<file path="src/rtl/seg7_scan_capture.sv">
// Captures the value shown on a multiplexed 8-digit seven-segment display by
// sampling each digit once its select/segment lines settle and decoding the glyph.
module seg7_scan_capture #(
    parameter int unsigned STABLE_CYCLES = 4
) (
    input  logic        clk,
    input  logic        rst,
    input  logic [7:0]  num_csn,
    input  logic [6:0]  num_a_g,
    output logic [31:0] value,
    output logic        frame_valid,
    output logic [7:0]  digit_seen,
    output logic        sel_err,
    output logic        seg_err
);

    localparam int unsigned NDIG     = 8;
    localparam int unsigned CNT_W    = 8;
    localparam logic [CNT_W-1:0] CNT_MAX  = CNT_W'(STABLE_CYCLES);
    localparam logic [CNT_W-1:0] CNT_FIRE = CNT_W'(STABLE_CYCLES - 1);

    logic [7:0]       sync_csn;
    logic [6:0]       sync_seg;
    logic [7:0]       s_csn;
    logic [6:0]       s_seg;
    logic [7:0]       p_csn;
    logic [6:0]       p_seg;
    logic [CNT_W-1:0] cnt;
    logic [1:0]       fill;
    logic [31:0]      shadow;

    logic        primed;
    logic        changed;
    logic        fire;
    logic        blank;
    logic [7:0]  sel;
    logic        one_low;
    logic        multi_low;
    logic [3:0]  nib;
    logic        legal;
    logic [31:0] merged;
    logic [7:0]  seen_next;
    logic        record;

    // Suppress events until the synchronizer and previous-value register hold real input.
    assign primed    = (fill == 2'd3);
    assign changed   = ({s_csn, s_seg} != {p_csn, p_seg});
    assign fire      = primed && !changed && (cnt == CNT_FIRE);
    assign blank     = &s_csn;
    assign sel       = ~s_csn;
    assign one_low   = $onehot(sel);
    assign multi_low = !blank && !one_low;
    assign seen_next = digit_seen | sel;
    assign record    = fire && one_low && legal;

    always_comb begin
        nib   = 4'h0;
        legal = 1'b1;
        case (s_seg)
            7'h7E: nib = 4'h0;
            7'h30: nib = 4'h1;
            7'h6D: nib = 4'h2;
            7'h79: nib = 4'h3;
            7'h33: nib = 4'h4;
            7'h5B: nib = 4'h5;
            7'h5F: nib = 4'h6;
            7'h70: nib = 4'h7;
            7'h7F: nib = 4'h8;
            7'h7B: nib = 4'h9;
            7'h77: nib = 4'hA;
            7'h1F: nib = 4'hB;
            7'h4E: nib = 4'hC;
            7'h3D: nib = 4'hD;
            7'h4F: nib = 4'hE;
            7'h47: nib = 4'hF;
            default: legal = 1'b0;
        endcase
    end

    always_comb begin
        merged = shadow;
        for (int i = 0; i < NDIG; i++) begin
            if (sel[i]) merged[4*i +: 4] = nib;
        end
    end

    always_ff @(posedge clk or posedge rst) begin
        if (rst) begin
            sync_csn    <= '0;
            sync_seg    <= '0;
            s_csn       <= '0;
            s_seg       <= '0;
            p_csn       <= '0;
            p_seg       <= '0;
            cnt         <= '0;
            fill        <= '0;
            shadow      <= '0;
            value       <= '0;
            frame_valid <= 1'b0;
            digit_seen  <= '0;
            sel_err     <= 1'b0;
            seg_err     <= 1'b0;
        end else begin
            sync_csn <= num_csn;
            sync_seg <= num_a_g;
            s_csn    <= sync_csn;
            s_seg    <= sync_seg;
            p_csn    <= s_csn;
            p_seg    <= s_seg;
            if (!primed) fill <= fill + 2'd1;

            if (!primed || changed)   cnt <= '0;
            else if (cnt != CNT_MAX)  cnt <= cnt + CNT_W'(1);

            frame_valid <= 1'b0;
            sel_err     <= fire && multi_low;
            seg_err     <= fire && one_low && !legal;

            if (record) begin
                shadow <= merged;
                if (seen_next == 8'hFF) begin
                    value       <= merged;
                    frame_valid <= 1'b1;
                    digit_seen  <= '0;
                end else begin
                    digit_seen  <= seen_next;
                end
            end
        end
    end

endmodule

</file>
<file path="config.mk">
export PLATFORM = sky130hd
export DESIGN_NAME = seg7_scan_capture
export DESIGN_NICKNAME = d
export VERILOG_FILES = /design/src/rtl/seg7_scan_capture.sv
export SDC_FILE = /design/constraint.sdc
export NUM_CORES = 1
export LEC_CHECK = 0
export ABC_AREA = 1
export CORE_ASPECT_RATIO = 1.5
export CORE_MARGIN = 2
export CORE_UTILIZATION = 60
export DETAILED_ROUTE_END_ITERATION = 10
export HOLD_SLACK_MARGIN = 0.08
export PLACE_DENSITY = 0.83
export RECOVER_POWER = 50
export SYNTH_ARGS = -nofsm -noshare
export SYNTH_HDL_FRONTEND = slang
export SYNTH_SLANG_ARGS = --single-unit
</file>
<file path="constraint.sdc">
create_clock -name clk -period 7.5 [get_ports clk]
set_clock_uncertainty 0.2 [all_clocks]
set_input_delay 1.5 -clock clk [delete_from_list [all_inputs] [get_ports clk]]
set_output_delay 1.5 -clock clk [all_outputs]
set_load 0.01 [all_outputs]
</file>
==> impl_summary.txt <==
----------------------------------------------------
[Critical path]
  Worst R2R Setup Slack ... 2640 ps
  Launching element type of the critical path ... flip-flop
  Cell type with the highest occurrence count on the critical path ... sky130_fd_sc_hd__fa_1
  Ordered cell list for the critical path ... fa_1 -> inv_1 -> fa_1 -> fa_1 -> ha_1 -> inv_1 -> fa_1 -> nand3_1 -> a21oi_1 -> buf_4 -> nand3_1 -> nand2_1 -> nand2_1
  Worst path slowest cell ... sky130_fd_sc_hd__nand3_1
  CP max FO ... 24
  Crit. End Element ... flip-flop
  Largest stage delay, worst path ... 790 ps
  Required time of the critical path ... 7590 ps
  Arrival time worst endpoint ... 4950 ps
  Worst setup path category ... flip-flop to flip-flop

[CTS]
  CTS tree ... built
  Post_cts resized ... 0
  Post-cts hold buffer count ... 0
  Clock latency reported for the late side of the worst-skew pair ... 420 ps
  Depth of the CTS H-tree ... 4
  Clock-pin slew on the worst setup and hold paths ... 50 ps
  TritonCTS buffer count ... 17
  Bufs on Longest Clock Path ... 2
  Sinks on the clock net ... 130
  CTS Root Buffer Type ... sky130_fd_sc_hd__clkbuf_16
  Setup repair bufs after CTS ... 0

[Die]
  Core Rows ... 45
  Initial core utilization ... 62.05%
  Die Y-Extent ... 129.7 um
  Ports placed on the boundary ... 60
  Area of the core ... 0.01019 sq mm
  Area of the die ... 0.01139 sq mm
  Die X ... 87.82 um

[Timing]
  Setup violation total in the final timing report ... 0
  Setup Total Neg Slack ... 0 ps
  Final Hold Violating Endpoints ... 0
  Final slew viol count ... 76
  Worst slew slack as a fraction of its limit ... -117.0%
  Crit path time final ... 4859 ps
  Measured slew at the worst slew-check pin ... 3237 ps
  Setup repair after global routing missed its margin ... false
  Share of the clock period used by the worst path after layout ... 64.79%
  Highest Clock Rate ... 0.2058 GHz

[Run]
  Maximum capacitance violations ... 1

[Finish]
  Area occupied by multi-input gates ... 0.002635 sq mm
  Fraction of final layout cells sized beyond drive strength 1 ... 6.698%
  FF/Latch Area ... 0.003253 sq mm
  Number of fill cells ... 808
  Total Nets Final ... 869
  Final core area utilization ... 72.74%
  Final cell count without fillers ... 992
  Synth-to-Final Area Change ... 17.23%
  Antenna cell count ... 0

[Status]
  Status ... complete, but fails checks
  Violations in the final reports ... max-capacitance violations, max-slew violations

[Synth]
  Post-synth net total ... 819
  Ranking of synthesized cells by area ... sky130_fd_sc_hd__dfrtp_1 (51%), sky130_fd_sc_hd__nand2_1 (22%), sky130_fd_sc_hd__nand4_1 (5.5%)
  Post-synthesis cell type with the largest combined area ... sky130_fd_sc_hd__dfrtp_1
  Post-synthesis instance area ... 0.006324 sq mm
  Synthesized area per cell ... 7.994 sq um
  Count of warnings emitted by yosys ... 0
  Yosys reg bits ... 130
  Number of instances in the synthesized netlist ... 791
  Register area share after synthesis ... 51.44%
  Number of library cell types mapped by synthesis ... 31
  Proportion of netlist area held by the largest area contributor ... 51.44%

[Placed design]
  Placed instance count ... 963
  Routability cong. ... 0.9026
  Detailed placer's ending HPWL ... 10680 um
  Number of port buffers ... 59

[GRT]
  Tot GR Track Use ... 29.81%
  Maximum number of pins on one net before global-route repair ... 78
  Remaining global-route overflow ... 0
  Global-route wire length before repair ... 26040 um
  Via count of the first global-routing pass ... 5392
  Initial antenna violation count ... 0

[Routing]
  Detail-routed via count per cell ... 5.476
  Vias ... 5432
  DRC errors left ... 0
  Average routed wire per standard cell ... 15.84 um
  Router iterations before antenna repair ... 5
  Remaining antenna violation count after routing ... 0
  Final routed wirelength across all metal layers ... 15710 um
  Drt initial violations ... 394

[Worst hold path]
  Kind of path behind the tightest hold check ... flip-flop to flip-flop

[Power]
  Power after layout ... 1.590 mW
  Peak ir drop on the vdd network ... 195.2 uV
  Power density of the placed cells ... 214.5 mW/mm^2
  Leak pwr ... 4.099 nW

----------------------------------------------------
## sequential cells by signal (all words and copies together), names as in the netlist
register and cells:
cnt 8, digit_seen 8, fill 2, frame_valid 1, p_csn 8, p_seg 7, s_csn 8, s_seg 7
seg_err 1, sel_err 1, shadow 32, sync_csn 8, sync_seg 7, value 32
## report_power, final
group / switching [mW] / internal [mW]
sequential: 0.0141 / 0.715
clock: 0.284 / 0.448
combinational: 0.0965 / 0.0340
total: 0.394 / 1.20
## cell families (layout without fill, tap and decap cells)
logic type                 after synthesis  in the layout  synth area share [%]
xor gates and xnor gates                 1              1                0.1385
adders and majority gates               11             11                 2.651
and+or+nand+nor                        541            541                 37.28
AOI/OAI and AO/OA                       17             17                 1.464
buffers and inverters                   90            150                 6.846
muxes                                    1              1                0.1781
DFF                                    130            130                 51.44
## metal layers
metal / global-route usage (%) / vias to the layer above / part of all wire (%)
met4: 15.11 / 0 / 3.7
li1: - / 2597 / -
met1: 35.41 / 2576 / 39
met2: 50.98 / 209 / 52
met3: 5.946 / 50 / 5.2
met5: 0 / - / 0
## layout make-up
type	count	area share, %
inverter	58	2.954
clock inverter	6	0.8270
sequential	130	43.88
tap	141	2.380
multi-input combinational	571	35.54
clock buffer	23	6.042
timing repair buffer	63	8.371
## through the flow
| step | setup WS [ps] | hold WS (ps) | cell area, sq um |
|---|---|---|---|
| 4_1_cts | 2591 | 149.8 | 7417 |
| 3_5_place_dp | 2613 | 135.5 | 6908 |
| 6_report | 2641 | 147.9 | 7413 |
| 5_1_grt | 2324 | 159.5 | 7413 |
| 2_1_floorplan | 2331 | 131.2 | 6324 |
| 3_3_place_gp | 2798 | 132.2 | 6908 |
## final timing paths
kind	from	to	depth (start not counted)
min in group asynchronous	rst	sync_csn[1]	2
hold / removal	sync_seg[1]	s_seg[1]	0
hold reg to reg	sync_seg[1]	s_seg[1]	0
setup reg to reg	s_csn[0]	shadow[9]	13
setup / recovery	s_csn[0]	shadow[9]	13
max in group asynchronous	rst	sync_seg[2]	3
## synthesized netlist by cell type (all sizes together)
library cell,instances
o21ai,6
xnor2,1
and2,1
nand3b,1
nor3b,1
nor4,1
mux2,1
nand4,56
buf,26
nand3,37
o211a,1
clkbuf,6
dfrtp,130
a21oi,9
nor3,5
inv,58
ha,7
o21a,1
fa,4
nor2,72
nand2,367
## cell usage in the layout (no fill, tap or decap), types with 3 or more instances in the layout
master / count
sky130_fd_sc_hd__nor2_1: 67
sky130_fd_sc_hd__nand3_1: 24
sky130_fd_sc_hd__a21oi_1: 9
sky130_fd_sc_hd__ha_1: 7
sky130_fd_sc_hd__buf_4: 4
sky130_fd_sc_hd__nand2_1: 364
sky130_fd_sc_hd__nor2_2: 4
sky130_fd_sc_hd__clkbuf_16: 17
sky130_fd_sc_hd__inv_1: 50
sky130_fd_sc_hd__nand3_2: 11
sky130_fd_sc_hd__clkinv_2: 3
sky130_fd_sc_hd__clkdlybuf4s50_1: 21
sky130_fd_sc_hd__dfrtp_1: 130
sky130_fd_sc_hd__fa_1: 4
sky130_fd_sc_hd__o21ai_0: 6
sky130_fd_sc_hd__inv_2: 7
sky130_fd_sc_hd__nand4_1: 56
sky130_fd_sc_hd__nor3_1: 5
sky130_fd_sc_hd__dlygate4sd3_1: 38
sky130_fd_sc_hd__clkbuf_1: 6
## critical path, delay by kind of cell, from the launching register on
kind	cells	cell delay (ps)
compound gates	1	160
fa+ha+maj	5	2190
buf+inv	3	450
flops	1	500
simple gates	4	1230
Note: power is estimated with default switching activity, not from simulation.
==> edit 1: new RTL, same flow settings <==
Make the reset (`rst`) synchronous in one clocked block.
--- a/src/rtl/seg7_scan_capture.sv
+++ b/src/rtl/seg7_scan_capture.sv
@@ -84,7 +84,7 @@
         end
     end
 
-    always_ff @(posedge clk or posedge rst) begin
+    always_ff @(posedge clk) begin
         if (rst) begin
             sync_csn    <= '0;
             sync_seg    <= '0;
Function: differs if rst is asserted again (counterexample within 10 cycles, from zero or initial values and one cycle with rst high); with rst held inactive, the same outputs for 10 cycles.
==> edit 1 against the unedited design <==
The flow still finishes with violations (max-capacitance violations, max-slew violations). Synthesized area fell by 13%. Cell area fell by 9.3%. Sequential cell count unchanged. Combinational power shrank 42%. Routed wire length shrank 14%. Power is 4.7% higher. Worst setup slack got worse by 0.67 ns. Register-to-register slack lost 0.05 ns. Count of clock-buffer cells in the layout is 5 lower. Critical endpoint is now digit_seen[5]. Highest routed layer unchanged.
==> edit 1: results (changes against the unedited design) <==
stage,metric,value,unit,change
clocking,maximum clock insertion buffer count,2,,unchanged
clocking,CTS buffer count,17,,unchanged
global_route,Global Route Usage Sum,0.2958,,was 0.2981
critical_path,worst-path fanout max,69,,was 24
sta,hold slack final,0.2042,ns,was 0.1479 ns
hold_path,hold-critical path endpoint,s_seg[1],,unchanged
cells_and_area,fraction of layout cells with a size suffix above 1,0.06368,,was 0.06698
run,max-cap violations,2,,was 1
critical_path,slowest library cell on the worst path,clkbuf_1,,was nand3_1
sta,Slew HR,-0.8446,,was -1.170
drt,Via Count,5100,,was 5432
place,routability cong.,0.9356,,was 0.9026
critical_path,path depth of the worst reg2reg path,16,,was 13
cells_and_area,ant diodes,0,,unchanged
place,hpwl dp,9.283,mm,was 10.68 mm
critical_path,Crit path arrival time,5.65,ns,was 4.95 ns
clocking,Root Driver,clkbuf_16,,unchanged
sta,Slew Limit Fails,120,,was 76
critical_path,worst reg2reg startpoint,s_csn[3],,was s_csn[0]
global_route,first-pass GRT wire length,22.45,mm,was 26.04 mm
outcome,outcome,"finished, violations left",,unchanged
global_route,number of global-route vias before repair,4902,,was 5392
critical_path,Critical R2R Capture,value[4],,was shadow[9]
global_route,largest net degree at the start of global routing,70,,was 78
power,Leak Pwr,0.003178,uW,was 0.004099 uW
drt,final wirelength,13.52,mm,was 15.71 mm
outcome,failing checks,"max-capacitance violations, max-slew violations",,unchanged
critical_path,CP startpoint,rst,,was s_csn[0]
synth,Post-synth ARST share,0,,was 1.000
critical_path,Worst path max stage delay,1.97,ns,was 0.79 ns
cells_and_area,Final Net Count,863,,was 869
drt,initial DRC count,453,,was 394
drt,routed vias/inst,5.324,,was 5.476
synth,"Seq/Total Area, Yosys",0.4736,,was 0.5144
power,Max VDD drop,0.1750,mV,was 0.1952 mV
synth,synthesized net count,808,,was 819
critical_path,worst-case register-to-register setup slack,2.59,ns,was 2.64 ns
synth,number of synthesized flops with an enable pin,0,,unchanged
synth,most frequent cells after synthesis,"nand2_1, nor2_1, dfxtp_1",,"was nand2_1, dfrtp_1, nor2_1"
synth,Synth area leaders,"dfxtp_1, nand2_1, nor2_1",,"was dfrtp_1, nand2_1, nand4_1"
hold_path,Hold Crit Class,flip-flop to flip-flop,,unchanged
synth,count of different cell masters after synthesis,33,,was 31
hold_path,hold path startpoint,sync_seg[1],,unchanged
clocking,Clock transition at path regs,0.06,ns,
clocking,worst-skew pair later-pin latency,0.41,ns,
hold_path,WHS Path Cells,2,,was 0
synth,Mapped Cells,780,,was 791
place,cell area after placement,6103,sq um,was 6908 sq um
place,Post-Place Cells,926,,was 963
edit 1: layout make-up:
cell class	instances	area, sq um
clock inverters	14	201.4
fillers	689	2155
well taps	110	137.6
clock buffers	18	429.2
inverters	103	386.6
multi-input cells	521	2369
flip-flops and latches	130	2603
repair buffers	62	600.6
edit 1: kinds of logic after synthesis:
family / Yosys count / synth area share
fa+ha+maj: 11 / 0.03051
compound gates: 60 / 0.05670
buf+inv: 129 / 0.09540
xor+xnor: 4 / 0.006375
simple gates: 446 / 0.3374
flops: 130 / 0.4736
edit 1: critical path: cells and delay by family:
kind                   cells  cell delay, ns
buffers and inverters      4            3.04
and+or+nand+nor            1            0.76
AOI/OAI and AO/OA          1            0.30
edit 1: power breakdown:
group | leakage (uW) | internal, uW | switching (uW) | total (uW)
Clock | 0.000302 | 561 | 312 | 873
Combinational | 0.00182 | 29.3 | 46.9 | 76.1
Sequential | 0.00106 | 704 | 11.9 | 716
edit 1: metrics by stage:
stage,util,setup WS [ns]
after floorplan,-,3.715
after global placement,0.6872,2.866
after detailed placement,0.6872,2.687
after CTS,0.7582,2.659
after global routing,0.7574,1.519
final,0.7574,1.975
edit 1: worst max-delay path by stage:
stage	end	slack [ns]	depth (start not counted)
after detailed placement	value[4]	2.69	16
final	digit_seen[5]	1.98	6
after global routing	digit_seen[5]	1.52	6
after CTS	value[4]	2.66	16
after floorplan	shadow[14]	3.71	16
after global placement	value[0]	2.87	16
edit 1: per-layer routing:
layer | part of all wire | vias up | track usage | routed length (um)
met2 | 0.52 | 204 | 0.5127 | 7027
met3 | 0.056 | 42 | 0.06920 | 762
met5 | 0 | - | 0 | 0
met4 | 0.036 | 0 | 0.1563 | 483
li1 | - | 2515 | - | -
met1 | 0.39 | 2339 | 0.3255 | 5247
==> edit 2: new RTL, same settings <==
Without the edit above. Change the localparam `NDIG` from 8 to 7.
--- a/src/rtl/seg7_scan_capture.sv
+++ b/src/rtl/seg7_scan_capture.sv
@@ -14,7 +14,7 @@
     output logic        seg_err
 );
 
-    localparam int unsigned NDIG     = 8;
+    localparam int unsigned NDIG     = 7;
     localparam int unsigned CNT_W    = 8;
     localparam logic [CNT_W-1:0] CNT_MAX  = CNT_W'(STABLE_CYCLES);
     localparam logic [CNT_W-1:0] CNT_FIRE = CNT_W'(STABLE_CYCLES - 1);
Check against the original RTL: same outputs for any inputs over 10 cycles, from zero or initial values and one cycle with rst high; that may be too few to reach the edited logic, so the function may still have changed.
==> edit 2 against the unedited design <==
Routed wire length decreased by 6.9%. Critical path type unchanged. Clock power increased by 15%. Sequential cell count decreased by 8. The run still ends with max-capacitance violations, max-slew violations left. Cell area decreased by 4.5%. Synthesized area decreased by 5.9%. Sequential power decreased by 6.0%. Critical endpoint is now digit_seen[1]. Worst setup slack got worse by 0.38 ns. Power increased by 3.7%. Combinational power decreased by 5%.
==> edit 2: results (changes against the unedited design) <==
stage,metric,value,unit,change
place,hpwl dp,9.764,mm,was 10.68 mm
global_route,largest net degree at the start of global routing,78,,unchanged
cells_and_area,Final Net Count,822,,was 869
clocking,maximum clock insertion buffer count,2,,unchanged
synth,most frequent cells after synthesis,"nand2_1, dfrtp_1, nor2_1",,unchanged
cells_and_area,fraction of layout cells with a size suffix above 1,0.08809,,was 0.06698
power,Max VDD drop,0.2314,mV,was 0.1952 mV
place,cell area after placement,6479,sq um,was 6908 sq um
drt,drt first pass iters,5,,unchanged
place,routability cong.,0.8714,,was 0.9026
sta,hold slack final,0.1421,ns,was 0.1479 ns
clocking,H-tree Lvls,4,,unchanged
synth,Mapped Cells,744,,was 791
clocking,post-CTS sizing,0,,unchanged
hold_path,hold path startpoint,sync_seg[4],,was sync_seg[1]
drt,final wirelength,14.63,mm,was 15.71 mm
sta,Slew Limit Fails,78,,was 76
hold_path,Hold Crit Class,flip-flop to flip-flop,,unchanged
cells_and_area,Top Registers,"shadow (28), value (28)",,"was shadow (32), value (32)"
drt,initial DRC count,519,,was 394
power,Leak Pwr,0.003825,uW,was 0.004099 uW
drt,routed vias/inst,5.629,,was 5.476
synth,Ys Warns,0,,unchanged
cells_and_area,final non-filler cell total,921,,was 992
sta,Slew HR,-1.159,,was -1.170
outcome,outcome,"finished, violations left",,unchanged
clocking,Root Driver,clkbuf_16,,unchanged
critical_path,worst reg2reg startpoint,s_csn[0],,unchanged
clocking,CTS buffer count,17,,unchanged
critical_path,Crit Path Category,flip-flop to flip-flop,,unchanged
critical_path,Critical R2R Capture,digit_seen[1],,was shadow[9]
hold_path,WHS Path Cells,0,,unchanged
outcome,failing checks,"max-capacitance violations, max-slew violations",,unchanged
global_route,number of global-route vias before repair,5150,,was 5392
synth,"Seq/Total Area, Yosys",0.5129,,was 0.5144
critical_path,slowest library cell on the worst path,nand3_1,,unchanged
cells_and_area,ant diodes,0,,unchanged
critical_path,Crit path arrival time,5.33,ns,was 4.95 ns
clocking,worst-skew pair later-pin latency,0.41,ns,
run,max-cap violations,1,,unchanged
critical_path,Worst path max stage delay,0.70,ns,was 0.79 ns
clocking,number of setup buffers added after CTS,0,,unchanged
synth,Synth area leaders,"dfrtp_1, nand2_1, nand4_1",,unchanged
clocking,Clock transition at path regs,0.06,ns,
place,Post-Place Cells,890,,was 963
global_route,first-pass GRT wire length,24.50,mm,was 26.04 mm
hold_path,hold-critical path endpoint,s_seg[4],,was s_seg[1]
synth,Post-synth ARST share,1.000,,unchanged
critical_path,Crit path max-delay family,adder cells,,unchanged
critical_path,worst-path fanout max,22,,was 24
critical_path,worst-case register-to-register setup slack,2.26,ns,was 2.64 ns
cells_and_area,# fillers,698,,was 808
global_route,Global Route Usage Sum,0.2906,,was 0.2981
synth,count of different cell masters after synthesis,30,,was 31
place,Port Buf Inserts,55,,was 59
==> edit 2: changes by cell type in the layout (fill, tap and decap cells not counted), moves of 5 or more <==
cell and change:
nand2_1 -31, dlygate4sd3_1 -12, clkdlybuf4s50_1 +8, dfrtp_1 -8, inv_2 +7, clkbuf_1 -5
inv_1 -5, nand3_1 -5, nand4_1 -5
==> edit 2: where the power goes <==
group          total [uW]  internal, uW  leakage (uW)  switching, uW
Clock                 840           547      0.000296            293
Sequential            685           671       0.00159           13.8
Combinational         124          33.4       0.00194           91.0
==> edit 2: logic make-up after synthesis <==
| kind of cell | share of synthesized area |
|---|---|
| other | 0.0006300 |
| buffers and inverters | 0.07337 |
| xor gates and xnor gates | 0.001472 |
| adders and majority gates | 0.02817 |
| and+or+nand+nor | 0.3696 |
| AOI/OAI and AO/OA | 0.01198 |
| muxes | 0.001892 |
| DFF | 0.5129 |
==> edit 2: per-stage QoR <==
stage,util,setup slack (ns),power (uW)
3_5_place_dp,0.6686,2.390,819.6
4_1_cts,0.7318,2.323,1655
5_1_grt,0.7309,1.947,1703
3_3_place_gp,0.6686,2.503,814.4
2_1_floorplan,-,2.557,784.4
6_report,0.7309,2.256,1650
==> edit 2: per-layer routing <==
layer	wire length [um]	track usage
met2	7513	0.4812
met5	0	0
met4	527	0.1494
met3	970	0.06356
met1	5620	0.3548
==> edit 2: layout make-up <==
cell class                      count  area share
Tap cell                          115     0.02032
Clock inverter                     10     0.01996
Inverter                           60     0.03198
Multi-Input combinational cell    534      0.3482
Sequential cell                   122      0.4311
Clock buffer                       21     0.06643
Timing Repair Buffer               59     0.08198
